### src/rtl/mips_instr_encoder.sv
// mips_instr_encoder: packs symbolic MIPS instruction requests into 32-bit
// words and streams them into consecutive instruction-memory locations.
//
// state  | meaning
// -------+------------------------------------------------------------
// IDLE   | after reset; waiting for start
// LOAD   | accepting requests, one write issued per legal request
// DRAIN  | session ended; the last pending write retires
// DONE   | session complete, done held until the next start
module mips_instr_encoder #(
    parameter int IM_DEPTH = 1024,
    parameter int ADDR_W   = 10
) (
    input  logic              clk,
    input  logic              rst_n,
    input  logic              start,
    input  logic              in_valid,
    output logic              in_ready,
    input  logic [3:0]        in_op,
    input  logic [4:0]        in_rs,
    input  logic [4:0]        in_rt,
    input  logic [4:0]        in_rd,
    input  logic [25:0]       in_imm,
    input  logic              in_last,
    output logic              im_we,
    output logic [ADDR_W-1:0] im_addr,
    output logic [31:0]       im_wdata,
    output logic [ADDR_W:0]   word_cnt,
    output logic              busy,
    output logic              done,
    output logic              err
);

    typedef enum logic [1:0] {
        S_IDLE  = 2'd0,
        S_LOAD  = 2'd1,
        S_DRAIN = 2'd2,
        S_DONE  = 2'd3
    } state_t;

    localparam logic [ADDR_W:0] DEPTH_C = (ADDR_W+1)'(IM_DEPTH);
    localparam logic [ADDR_W:0] ONE_C   = (ADDR_W+1)'(1);

    state_t            state_q, state_d;
    logic [ADDR_W:0]   acc_cnt_q, acc_cnt_d;
    logic [ADDR_W:0]   word_cnt_q, word_cnt_d;
    logic              err_q, err_d;
    logic              we_q, we_d;
    logic [ADDR_W-1:0] addr_q, addr_d;
    logic [31:0]       wdata_q, wdata_d;

    logic              op_legal;
    logic [31:0]       enc_word;
    logic              accept;

    // Only accepted legal requests consume an address, so the accepted count
    // doubles as the write pointer and can never run past IM_DEPTH-1.
    assign in_ready = (state_q == S_LOAD) && (acc_cnt_q < DEPTH_C);
    assign accept   = in_valid && in_ready;

    // Encode the request; unused fields are never routed into the word.
    always_comb begin
        enc_word = 32'h0;
        op_legal = 1'b1;
        case (in_op)
            4'd0:    enc_word = {6'b000000, in_rs, in_rt, in_rd, 5'b00000, 6'b100001};
            4'd1:    enc_word = {6'b000000, in_rs, in_rt, in_rd, 5'b00000, 6'b100011};
            4'd2:    enc_word = {6'b001101, in_rs, in_rt, in_imm[15:0]};
            4'd3:    enc_word = {6'b100011, in_rs, in_rt, in_imm[15:0]};
            4'd4:    enc_word = {6'b101011, in_rs, in_rt, in_imm[15:0]};
            4'd5:    enc_word = {6'b000100, in_rs, in_rt, in_imm[15:0]};
            4'd6:    enc_word = {6'b001111, 5'b00000, in_rt, in_imm[15:0]};
            4'd7:    enc_word = {6'b000010, in_imm};
            4'd8:    enc_word = {6'b000011, in_imm};
            4'd9:    enc_word = {6'b000000, in_rs, 15'b0, 6'b001000};
            default: op_legal = 1'b0;
        endcase
    end

    // Next-state and write-stage logic for the session FSM.
    always_comb begin
        state_d    = state_q;
        acc_cnt_d  = acc_cnt_q;
        err_d      = err_q;
        we_d       = 1'b0;
        addr_d     = addr_q;
        wdata_d    = wdata_q;
        word_cnt_d = word_cnt_q + {{ADDR_W{1'b0}}, we_q};
        case (state_q)
            S_IDLE, S_DONE: begin
                if (start) begin
                    state_d    = S_LOAD;
                    acc_cnt_d  = '0;
                    word_cnt_d = '0;
                    err_d      = 1'b0;
                end
            end
            S_LOAD: begin
                if (accept) begin
                    if (op_legal) begin
                        we_d      = 1'b1;
                        addr_d    = acc_cnt_q[ADDR_W-1:0];
                        wdata_d   = enc_word;
                        acc_cnt_d = acc_cnt_q + ONE_C;
                    end else begin
                        err_d = 1'b1;
                    end
                end
                if ((accept && in_last) || (acc_cnt_d == DEPTH_C)) begin
                    state_d = S_DRAIN;
                end
            end
            S_DRAIN: begin
                // Nothing new enters the write stage here, so whatever is in
                // flight retires on this edge and the stage is empty after it.
                state_d = S_DONE;
            end
            default: state_d = S_IDLE;
        endcase
    end

    // State and output registers.
    always_ff @(posedge clk or negedge rst_n) begin
        if (!rst_n) begin
            state_q    <= S_IDLE;
            acc_cnt_q  <= '0;
            word_cnt_q <= '0;
            err_q      <= 1'b0;
            we_q       <= 1'b0;
            addr_q     <= '0;
            wdata_q    <= 32'h0;
        end else begin
            state_q    <= state_d;
            acc_cnt_q  <= acc_cnt_d;
            word_cnt_q <= word_cnt_d;
            err_q      <= err_d;
            we_q       <= we_d;
            addr_q     <= addr_d;
            wdata_q    <= wdata_d;
        end
    end

    assign im_we    = we_q;
    assign im_addr  = addr_q;
    assign im_wdata = wdata_q;
    assign word_cnt = word_cnt_q;
    assign err      = err_q;
    assign busy     = (state_q == S_LOAD) || (state_q == S_DRAIN);
    assign done     = (state_q == S_DONE);

endmodule

### config.mk
export PLATFORM = sky130hd
export DESIGN_NAME = mips_instr_encoder
export DESIGN_NICKNAME = d
export VERILOG_FILES = /design/src/rtl/mips_instr_encoder.sv
export SDC_FILE = /design/constraint.sdc
export NUM_CORES = 1
export LEC_CHECK = 0
export CORE_MARGIN = 2
export CORE_UTILIZATION = 30
export CTS_CLUSTER_SIZE = 10
export DETAILED_ROUTE_END_ITERATION = 10
export SLEW_MARGIN = 15
export SYNTH_ARGS = -nofsm -noshare
export SYNTH_HDL_FRONTEND = slang
export SYNTH_SLANG_ARGS = --single-unit
### constraint.sdc
create_clock -name clk -period 6.4 [get_ports clk]
set_clock_uncertainty 0.15 [all_clocks]
set_input_delay 1.92 -clock clk [delete_from_list [all_inputs] [get_ports clk]]
set_output_delay 1.92 -clock clk [all_outputs]
set_load 0.01 [all_outputs]
# ---- Yosys cells after proc, flatten, opt, wreduce, memory -nomap -nowiden
# Cells that the tools add are included.
dict set report op_classes {
  n_bitwise 0
  addsub 2
  n_lt_le_gt_ge 1
  mul 0
  n_shift 0
  n_eq_ne 17
  n_div 0
  reduce_logical 14
  mux 19
}
# op n
set ops {}
lappend ops {{32-bit one-hot mux with 10 select lines} 1}
lappend ops {{11-bit two-way mux} 6}
lappend ops {{11-bit one-hot mux with 2 select lines} 1}
lappend ops {{4-bit by 3-bit equality test with 1-bit output, second input constant} 4}
lappend ops {{11-bit by 1-bit adder with 11-bit output} 1}
lappend ops {{11-bit by 1-bit adder with 11-bit output, second input constant} 1}
lappend ops {{11-bit equality test, second input constant} 1}
lappend ops {{11-bit < comparator, second input constant} 1}
lappend ops {{10-bit OR reduction} 1}
lappend ops {{4-bit by 2-bit equality test with 1-bit output, second input constant} 2}
lappend ops {{4-bit equality test, second input constant} 2}
lappend ops {{1-bit two-way mux} 7}
lappend ops {{2-bit inequality test, second input constant} 3}
lappend ops {{2-bit one-hot mux with 3 select lines} 1}
lappend ops {{2-bit equality test, second input constant} 2}
lappend ops {{4-bit by 1-bit equality test with 1-bit output, second input constant} 1}
lappend ops {{4-bit logical NOT} 1}
lappend ops {{2-bit two-way mux} 2}
lappend ops {{2-bit AND reduction} 2}
lappend ops {{4-bit AND reduction} 1}
lappend ops {{1-bit logical AND} 3}
lappend ops {{3-bit AND reduction} 1}
lappend ops {{2-bit by 1-bit equality test with 1-bit output, second input constant} 1}
lappend ops {{2-bit logical NOT} 1}
lappend ops {{5 further kinds} 6}
dict set report word_totals {
  ram_bits 0
  output_inout_bits 58
  input_bits 50
  reg_bits 68
  memories 0
  wordCells 60
  rom_bits 0
  latch_bits 0
}

# ---- Logic depth before layout (Yosys ltp)
# Gate-level depths: netlist (run 1).
dict set report logic_depth {
  depth_word 10
  mapped_depth 9
}

# ---- Worst setup path before layout (run 1)
# OpenSTA, ideal clock, no wires.
dict set report synth_timing {
  path_type {input-to-reg}
  start {input port in_op[3]}
  end {register state_q[1]}
  setup_ns 0.090
  setup_slack_ns 2.754
  stages 7
  t_required_ns 6.160
  arrival_time_ns 3.406
  path_buffers 1
  cell_sequence {buf_6 > o21a_4 > or4_4 > mux2i_1 > o311ai_1 > a311o_1 > o2111ai_1}
}
dict set report synth_via {
  elab_chain_cells 10
  word_cells_on_any_way 19
  cone_classes {eq/ne: 11; mux: 4; reduce/logical: 4}
}
# item line_no
set synth_lines {}
lappend synth_lines {{start, declared} 19} ;# input logic [3:0] in_op,
lappend synth_lines {{4-bit equality test, or another cell as far along} 65} ;# case (in_op)
lappend synth_lines {{10-bit OR reduction (no line) (*)} -}
lappend synth_lines {{1-bit two-way mux (*)} 65}
lappend synth_lines {{11-bit two-way mux (*)} 100} ;# if (op_legal) begin
lappend synth_lines {{11-bit two-way mux (*)} 99} ;# if (accept) begin
lappend synth_lines {{11-bit two-way mux (*)} 89} ;# case (state_q)
lappend synth_lines {{11-bit equality test (*)} 109} ;# if ((accept && in_last) || (acc_cnt_d == DEPTH_C)) begin
lappend synth_lines {{1-bit logical OR (*)} 109}
lappend synth_lines {{2-bit by 1-bit inequality test with 1-bit output (no line) (*)} -}
lappend synth_lines {{2-bit AND reduction (no line) (*)} -}
lappend synth_lines {{end signal, assigned} 133} ;# state_q <= state_d;
lappend synth_lines {{end, declared} 44} ;# state_t state_q, state_d;
# Every way passes the cells marked *; elsewhere a longest branch is shown, timed or not. The select of a mux whose other input is x is not followed.
# A chain may end at the register's enable or synchronous reset.

# ---- Final worst setup path (run 1)
dict set report layout_timing {
  start {register state_q[1]}
  end {output port in_ready}
}
dict set report layout_via {
  elab_chain_cells 2
}
# item line_no
set layout_lines {}
lappend layout_lines {{2-bit by 1-bit equality test with 1-bit output} 58} ;# assign in_ready = (state_q == S_LOAD) && (acc_cnt_q < DEPTH_C);
lappend layout_lines {{1-bit logical AND} 58}
lappend layout_lines {{end, declared} 18} ;# output logic in_ready,
# No other way between the ends.

==> results of run 1 <==
worst max-delay path by stage:
stage | startpoint | end | cells past startpoint
2_1_floorplan | in_op[3] | state_q[1] | 7
4_1_cts | state_q[1] | in_ready | 4
3_5_place_dp | in_op[1] | state_q[1] | 8
3_3_place_gp | in_op[1] | state_q[1] | 8
5_1_grt | state_q[1] | in_ready | 4
6_report | state_q[1] | in_ready | 4
registers in the layout, indices dropped and copies added (netlist names):
signal and flops:
im_wdata 31, acc_cnt_q 11, word_cnt 11, im_addr 10, state_q 2, err 1, im_we 1
per-layer routing:
layer	global-route usage	up-vias
met4	0.0588	0
met1	0.210	1429
met5	0	-
met3	0.0338	8
met2	0.238	83
li1	-	1480
cell type report:
| type | instances | area (um^2) |
|---|---|---|
| multi-input combinational | 272 | 1540 |
| timing repair buffer | 108 | 1070 |
| tap | 140 | 175 |
| inverter | 5 | 18.8 |
| clock buffer | 11 | 141 |
| sequential | 67 | 1680 |
| fill | 1079 | 6180 |
| clock inverter | 5 | 85.1 |
cells by family (layout without fill, tap and decap cells):
| kind of cell | Yosys count | in the layout | share of synthesized area |
|---|---|---|---|
| flip-flops | 67 | 67 | 0.501 |
| buffers and inverters | 30 | 129 | 0.0418 |
| AO/OA/AOI/OAI | 75 | 75 | 0.154 |
| XOR/XNOR | 9 | 9 | 0.0235 |
| adder cells (fa/ha/maj) | 5 | 5 | 0.0187 |
| other | 1 | 1 | 0.00112 |
| multiplexers | 8 | 8 | 0.0262 |
| AND/OR/NAND/NOR | 174 | 174 | 0.234 |
cell usage after synthesis (all sizes together), types with 2 or more instances:
cell     n  area, um^2
and2     3        18.8
o22ai    4        25.0
a31oi    5        31.3
mux2i    2        20.0
a22o     8        70.1
mux2     6        67.6
o21ai   23         115
nand2   72         270
nand3   19        95.1
a21oi   11        55.1
nor4     3        18.8
a221oi  15         131
o41ai    2        17.5
or3      5        31.3
nor2b    3        18.8
nor3     7        35.0
xor2     4        35.0
nor2    50         190
dfrtp   67        1680
ha       5        62.6
inv      5        18.8
and3     2        12.5
nand4    3        25.0
xnor2    5        43.8
clkbuf  12        45.0
buf     13        76.3
worst max-delay path: cells and delay by family (launching register included):
| kind | cells | cell delay [ns] |
|---|---|---|
| AND/OR/NAND/NOR | 1 | 0.21 |
| flip-flops | 1 | 0.42 |
| buffers and inverters | 2 | 0.65 |
| adder cells (fa/ha/maj) | 1 | 0.68 |
power by group through the flow:
stage               Sequential, mW  Clock [mW]  Combinational, mW
global route                 0.627       0.436              0.759
finish                       0.613       0.406              0.686
global placement             0.616           0              0.690
detailed placement           0.620           0              0.694
CTS                          0.613       0.416              0.696
floorplan                    0.662           0              0.279
per-stage QoR:
stage | hold slack (ns) | utilization | worst slack [ns] | power [mW] | std cells
CTS | 0.330 | 0.433 | 2.00 | 1.72 | 608
global route | 0.351 | 0.433 | 1.90 | 1.82 | 608
detailed placement | 0.310 | 0.412 | 1.84 | 1.31 | 592
global placement | 0.305 | 0.412 | 1.92 | 1.31 | 592
finish | 0.326 | 0.433 | 2.02 | 1.70 | 608
floorplan | 0.357 | - | 2.75 | 0.941 | 369
==> flow_summary.yaml, run 1 <==
run_status:
  status: "complete, no violations"
logic_synthesis:
  synth_nets: 424
  synth-seq-cells: 67
  avgSynthCellArea_um2: 9.07
  ys.flop_type: "dfrtp_1"
  synth_area_mm2: 0.00335
  yosysSeqAreaShare: 0.501
  async_reset_ff_frac: 1.00
  synth_cell_type_count: 48
  syn_inst: 369
  synth_edf_count: 0
  ys.warnings.count: 0
timing:
  finalSetupViolations: 0
  min_period_over_period: 0.684
  min_period_ns: 4.38
  grt_setup_unrepaired: "no"
  tightest_slew_ns: 1.15
  finalHoldViolCount: 0
  slew_headroom: 0.234
  fmax_ghz: 0.229
  finalSetupTns_ns: 0
  slew_viol_final: 0
detailed_routing:
  firstDrtPassIters: 4
  viasPerCell: 4.93
  drtIter0Drc: 184
  wirelength_um: 9070
  highest_layer: "met4"
  met3_length_um: 427
  drcViolationCount: 0
  vias: 3000
  wl_met1_um: 4070
  wl_met2_um: 4440
  drt-wirelength-per-cell_um: 14.9
  antenna_left: 0
floorplan:
  die_h_um: 110
  die-area_mm2: 0.0120
  initial_utilization: 0.308
  die_w_um: 110
  rows: 38
  core-area_mm2: 0.0109
  io_pins: 108
job:
  cap_viol_max_count: 0
global_routing:
  grt.total_usage: 0.154
  grt_first_pass_wirelength_um: 14400
  grt_overflow_total: 0
  grt_pass1_vias: 2902
  grt_max_degree: 51
  antenna_found_initial: 0
setup_path:
  cp.arrival_ns: 2.31
  cp_max_fo: 22
  crit_chain: "inv_1 > ha_1 > nor2b_1 > clkdlybuf4s50_1"
  reg2reg_from: "state_q[1]"
  slowest_stage: "ha_1"
  reg2reg_slack_ns: 3.11
  worstSetupPathType: "register to primary output"
  slowest_delay_ns: 0.68
  crit_required_ns: 4.33
  rr_endpoint: "state_q[1]"
  critPathLaunchType: "register"
  crit_path_end_kind: "primary output"
  reg2reg_depth: 9
hold_path:
  hold_class: "register to register"
  worstHoldStart: "im_wdata[4]"
  whs_path_depth: 2
  worstHoldEndpoint: "im_wdata[4]"
cells_and_area:
  drive_gt1_frac: 0.0684
  num-nets-final: 518
  layout_commonest_cell: "clkdlybuf4s50_1"
  layout_common_cells: "clkdlybuf4s50_1, nand2_1, dfrtp_1, nor2_1, o21ai_0"
  antenna-diode-count: 0
  areaGrowthSynthToFinish_pct: 40.7
  design_area_mm2: 0.00471
pwr:
  vdd_drop_max_uv: 165
  power.density_mw_per_mm2: 362
  leakage_nw: 2.03
  pwr-share-comb: 0.403
  p_sw_frac: 0.349
  seqPwrFrac: 0.360
  p_sw_mw: 0.594
  clkPwrFrac: 0.238
  cellInternalPower_mw: 1.11
cts:
  root_buffer: "clkbuf_8"
  cts_made_buffers: 9
  post_cts_buffers: 0
  clock_path_buffers: 2
  cts_tree: "done"
  worstSkewPairLatency_ns: 0.35
  cts.clk_slew.worst_paths_ns: 0.08
  holdBufCountCts: 0
  cts_sinks: 67
  post_cts_resized: 0
  htree_levels: 3
place:
  hpwl_um: 6410
  place_area_mm2: 0.00448
  numPortBuffers: 106
  routabilityCongestion: 0.811
Power figures use the tool's default switching activity.
==> run 2, diff against run 1 <==
- clock period: 6.4 -> 4.58 ns (I/O delays scaled with it)
==> run 2 against run 1 <==
- clock power is 35% higher
- sequential cell count unchanged
- worst setup slack worse by 1.0 ns
- first-iteration DRC count increased by 52%
- largest cell class unchanged
- largest power group unchanged
==> flow_summary.yaml, run 2 (synthesis gave the netlist of run 1 again) <==
cts:
  holdBufCountCts: 0
  worstSkewPairLatency_ns: 0.35
  cts.clk_slew.worst_paths_ns: 0.08
  cts_sinks: 67
  cts_made_buffers: 9
  post_cts_resized: 0
  clock_path_buffers: 2
  cts_tree: "done"
  root_buffer: "clkbuf_8"
  htree_levels: 3
  post_cts_buffers: 0
cells_and_area:
  antenna-diode-count: 0
  multi_input_area_mm2: 0.00154
  layout_common_cells: "clkdlybuf4s50_1, nand2_1, dfrtp_1, nor2_1, o21ai_0"
  nFillCells: 1091
  largest_register_ffs: 31
  areaGrowthSynthToFinish_pct: 41.7
  regArea_mm2: 0.00168
  num-nets-final: 523
  layout_commonest_cell: "clkdlybuf4s50_1"
  drive_gt1_frac: 0.0803
  design_area_mm2: 0.00474
timing:
  slew_headroom: 0.344
  slew_viol_final: 0
  min_period_ns: 3.56
  finalHoldViolCount: 0
  fmax_ghz: 0.281
  grt_setup_unrepaired: "no"
  tightest_slew_ns: 0.983
  finalSetupTns_ns: 0
  finalSetupViolations: 0
  min_period_over_period: 0.777
global_routing:
  grt.total_usage: 0.153
  grt_max_degree: 46
  antenna_found_initial: 0
  grt_overflow_total: 0
  grt_first_pass_wirelength_um: 14500
  grt_pass1_vias: 2967
detailed_routing:
  antenna_left: 0
  wirelength_um: 8990
  drtIter0Drc: 280
  vias: 3050
  viasPerCell: 4.98
  drt-wirelength-per-cell_um: 14.7
  firstDrtPassIters: 4
  drcViolationCount: 0
setup_path:
  reg2reg_depth: 9
  critPathLaunchType: "primary input"
  crit_required_ns: 4.70
  worstSetupPathType: "primary input to register"
  rr_endpoint: "state_q[1]"
  cp_max_fo: 11
  crit_path_end_kind: "register"
  reg2reg_from: "state_q[1]"
  worstSetupEndpoint: "state_q[1]"
  reg2reg_slack_ns: 1.93
  startpoint: "in_op[1]"
  cp.arrival_ns: 3.68
pwr:
  leakage_nw: 2.05
  vdd_drop_max_uv: 292
  power.density_mw_per_mm2: 499
run_status:
  status: "complete, no violations"
floorplan:
  initial_utilization: 0.308
  core-area_mm2: 0.0109
  die-area_mm2: 0.0120
  rows: 38
  die_h_um: 110
  die_w_um: 110
  io_pins: 108
place:
  place_area_mm2: 0.00452
  numPortBuffers: 106
  hpwl_um: 6430
  routabilityCongestion: 0.860
hold_path:
  hold_class: "register to register"
job:
  cap_viol_max_count: 0
run 2: cell types whose count changed in the layout (fill, tap and decap cells not counted):
cell / delta
buf_4: +5
inv_6: +1
clkbuf_1: -1
clkinv_2: +1
clkbuf_8: -1
run 2: metrics by stage:
step / util / instances / power (mW) / hold WS, ns / setup slack [ns]
after floorplan: - / 369 / 1.31 / 0.357 / 1.48
after detailed placement: 0.415 / 597 / 1.84 / 0.308 / 0.677
after global placement: 0.415 / 597 / 1.83 / 0.301 / 0.732
after CTS: 0.436 / 613 / 2.40 / 0.326 / 1.01
final: 0.436 / 613 / 2.37 / 0.324 / 1.02
after global routing: 0.436 / 613 / 2.53 / 0.353 / 0.940
run 2: where the power goes:
| group | internal, mW | switching [mW] |
|---|---|---|
| registers | 0.754 | 0.100 |
| clock network | 0.310 | 0.240 |
| logic | 0.478 | 0.483 |
| total | 1.54 | 0.824 |
run 2: critical path: stages:
cell             delay, ns
clkdlybuf4s50_1       0.62
o21a_4                0.34
or4_4                 0.56
mux2i_1               0.17
o311ai_1              0.16
a311o_1               0.39
o2111ai_1             0.07
run 2: cell type report:
class / count / share of cell area
Sequential cell: 67 / 0.353
Multi-Input combinational cell: 272 / 0.325
Timing Repair Buffer: 113 / 0.234
Tap cell: 140 / 0.0369
Clock buffer: 9 / 0.0261
Clock inverter: 7 / 0.0208
Inverter: 5 / 0.00396
run 2: worst min path at each step:
stage	from	end	slack, ns	depth (start not counted)
after floorplan	im_wdata[10]	im_wdata[10]	0.36	2
after detailed placement	im_wdata[9]	im_wdata[9]	0.31	2
after CTS	im_wdata[9]	im_wdata[9]	0.33	2
final	im_wdata[9]	im_wdata[9]	0.32	2
after global routing	im_wdata[9]	im_wdata[9]	0.35	2
after global placement	im_wdata[8]	im_wdata[8]	0.30	2
run 2: layer usage:
layer | share of wire | wire length (um) | track usage | vias to the layer above
li1 | - | - | - | 1488
met1 | 0.45 | 4050 | 0.206 | 1469
met5 | 0 | 0 | 0 | -
met4 | 0.013 | 118 | 0.0488 | 0
met3 | 0.050 | 446 | 0.0302 | 10
met2 | 0.49 | 4370 | 0.249 | 83
==> run 3, diff against run 2 <==
- clock period: 4.58 -> 3.35 ns (I/O delays scaled with it)
==> run 3 against run 2 <==
- design area up 1.9%
- total power up 39%
- non-clock buffer count up 10
- final cell count up 1.6%
- via count down 0.26%
- count of clock-buffer cells in the layout up 2
- highest routed layer unchanged
- global-route usage up 0.22 points
- register-to-register slack worse by 1.3 ns
- sequential power up 36%
- first-iteration DRC count down 45%
==> flow_summary.yaml, run 3 (synthesis gave the netlist of run 1 again) <==
run_status:
  status: "complete, no violations"
pwr:
  leakage_nw: 2.10
  vdd_drop_max_uv: 300
  pwr-share-comb: 0.413
  seqPwrFrac: 0.353
  p_sw_mw: 1.13
  power.density_mw_per_mm2: 679
  clkPwrFrac: 0.233
  p_sw_frac: 0.345
  cellInternalPower_mw: 2.15
global_routing:
  grt.total_usage: 0.156
  grt_pass1_vias: 3089
  grt_max_degree: 45
  antenna_found_initial: 0
  grt_overflow_total: 0
  grt_first_pass_wirelength_um: 14700
timing:
  finalSetupTns_ns: 0
  slew_viol_final: 0
  finalSetupViolations: 0
  min_period_over_period: 0.891
  slew_headroom: 0.476
  fmax_ghz: 0.335
  tightest_slew_ns: 0.781
  min_period_ns: 2.98
  finalHoldViolCount: 0
  grt_setup_unrepaired: "no"
  final.setup.worst_slack_ns: 0.367
floorplan:
  die-area_mm2: 0.0120
  die_w_um: 110
  initial_utilization: 0.308
  io_pins: 108
  core-area_mm2: 0.0109
  rows: 38
  die_h_um: 110
setup_path:
  crit_path_end_kind: "register"
  worstSetupPathType: "primary input to register"
  reg2reg_from: "state_q[1]"
  rr_endpoint: "state_q[1]"
  reg2reg_slack_ns: 0.64
  slowest_delay_ns: 0.45
  crit_chain: "clkdlybuf4s50_1 > o21a_4 > buf_4 > nor3_1 > nor4_1 > o311ai_1 > a311o_1 > o2111ai_1"
  critPathLaunchType: "primary input"
  reg2reg_depth: 9
  crit_required_ns: 3.40
  cp.arrival_ns: 3.03
  crit_buf_inv: 2
  cp_max_fo: 4
  slowest_stage: "clkdlybuf4s50_1"
  critPathTopFamily: "compound AO/OA/AOI/OAI gates"
hold_path:
  whs_path_depth: 2
  worstHoldEndpoint: "im_wdata[7]"
  worstHoldStart: "im_wdata[7]"
  hold_class: "register to register"
cells_and_area:
  multi_input_area_mm2: 0.00154
  post-route-util: 0.444
  layout_commonest_cell: "clkdlybuf4s50_1"
  num-nets-final: 533
  antenna-diode-count: 0
  regArea_mm2: 0.00168
  largest_register_ffs: 31
  drive_gt1_frac: 0.0973
  nFillCells: 1106
  layout_common_cells: "clkdlybuf4s50_1, nand2_1, dfrtp_1, nor2_1, o21ai_0"
  areaGrowthSynthToFinish_pct: 44.4
cts:
  worstSkewPairLatency_ns: 0.34
  holdBufCountCts: 0
  post_cts_resized: 0
  htree_levels: 3
  cts_sinks: 67
  clock_path_buffers: 2
  cts_tree: "done"
  post_cts_buffers: 0
  cts_made_buffers: 9
  root_buffer: "clkbuf_8"
  cts.clk_slew.worst_paths_ns: 0.08
place:
  hpwl_um: 6590
  routabilityCongestion: 0.841
  numPortBuffers: 106
  dp_slack_ns: 0.0482
detailed_routing:
  drcViolationCount: 0
  vias: 3042
  highest_layer: "met4"
  antenna_left: 0
  wl_met1_um: 3960
  viasPerCell: 4.88
  met3_length_um: 412
  drtIter0Drc: 155
  firstDrtPassIters: 4
  wl_met2_um: 4630
  drt-wirelength-per-cell_um: 14.7
  wirelength_um: 9140
job:
  cap_viol_max_count: 0
==> run 3: changes by cell type in the layout (fill, tap and decap cells not counted), sizes merged <==
cell    previous run  this run
buf                8        18
clkbuf             9        11
clkinv             2         1
inv                7         6
==> run 3: metal layers <==
metal  global-route usage  vias up
met5                    0        -
met3               0.0356       10
met1                0.194     1458
met2                0.269       68
met4               0.0452        0
li1                     -     1506
==> run 3: metrics by stage <==
stage | total power, mW | area, um^2 | std cells | hold WS, ns
4_1_cts | 3.34 | 4840 | 623 | 0.327
3_5_place_dp | 2.55 | 4610 | 607 | 0.308
6_report | 3.29 | 4840 | 623 | 0.322
3_3_place_gp | 2.53 | 4610 | 607 | 0.299
2_1_floorplan | 1.80 | 3350 | 369 | 0.357
5_1_grt | 3.51 | 4840 | 623 | 0.353
==> run 3: power by group through the flow <==
stage | sequential, mW | clock, mW | combinational [mW]
after CTS | 1.16 | 0.791 | 1.38
final | 1.16 | 0.767 | 1.36
after global routing | 1.19 | 0.825 | 1.50
after floorplan | 1.27 | 0 | 0.533
after detailed placement | 1.18 | 0 | 1.38
after global placement | 1.17 | 0 | 1.36
==> run 3: layout make-up <==
cell class                 instances  area share
clock buffer                      11      0.0292
clock inverter                     5      0.0176
inverter                           5     0.00388
multi-input combinational        272       0.319
sequential                        67       0.347
tap                              140      0.0362
timing repair buffer             123       0.247
==> run 3: worst max-delay path by stage <==
stage / start / end / slack (ns) / cells past startpoint
detailed placement: in_op[1] / state_q[1] / 0.05 / 7
CTS: state_q[1] / busy / 0.35 / 4
finish: in_op[1] / state_q[1] / 0.37 / 8
global route: in_op[1] / state_q[1] / 0.23 / 8
floorplan: in_op[3] / state_q[1] / 0.62 / 7
global placement: in_op[1] / state_q[1] / 0.12 / 7
==> run 3: tightest hold or removal path, stage by stage (launching register included) <==
cell and delay, ns:
dfrtp_1 0.35, nand2_1 0.05, nand2_1 0.05
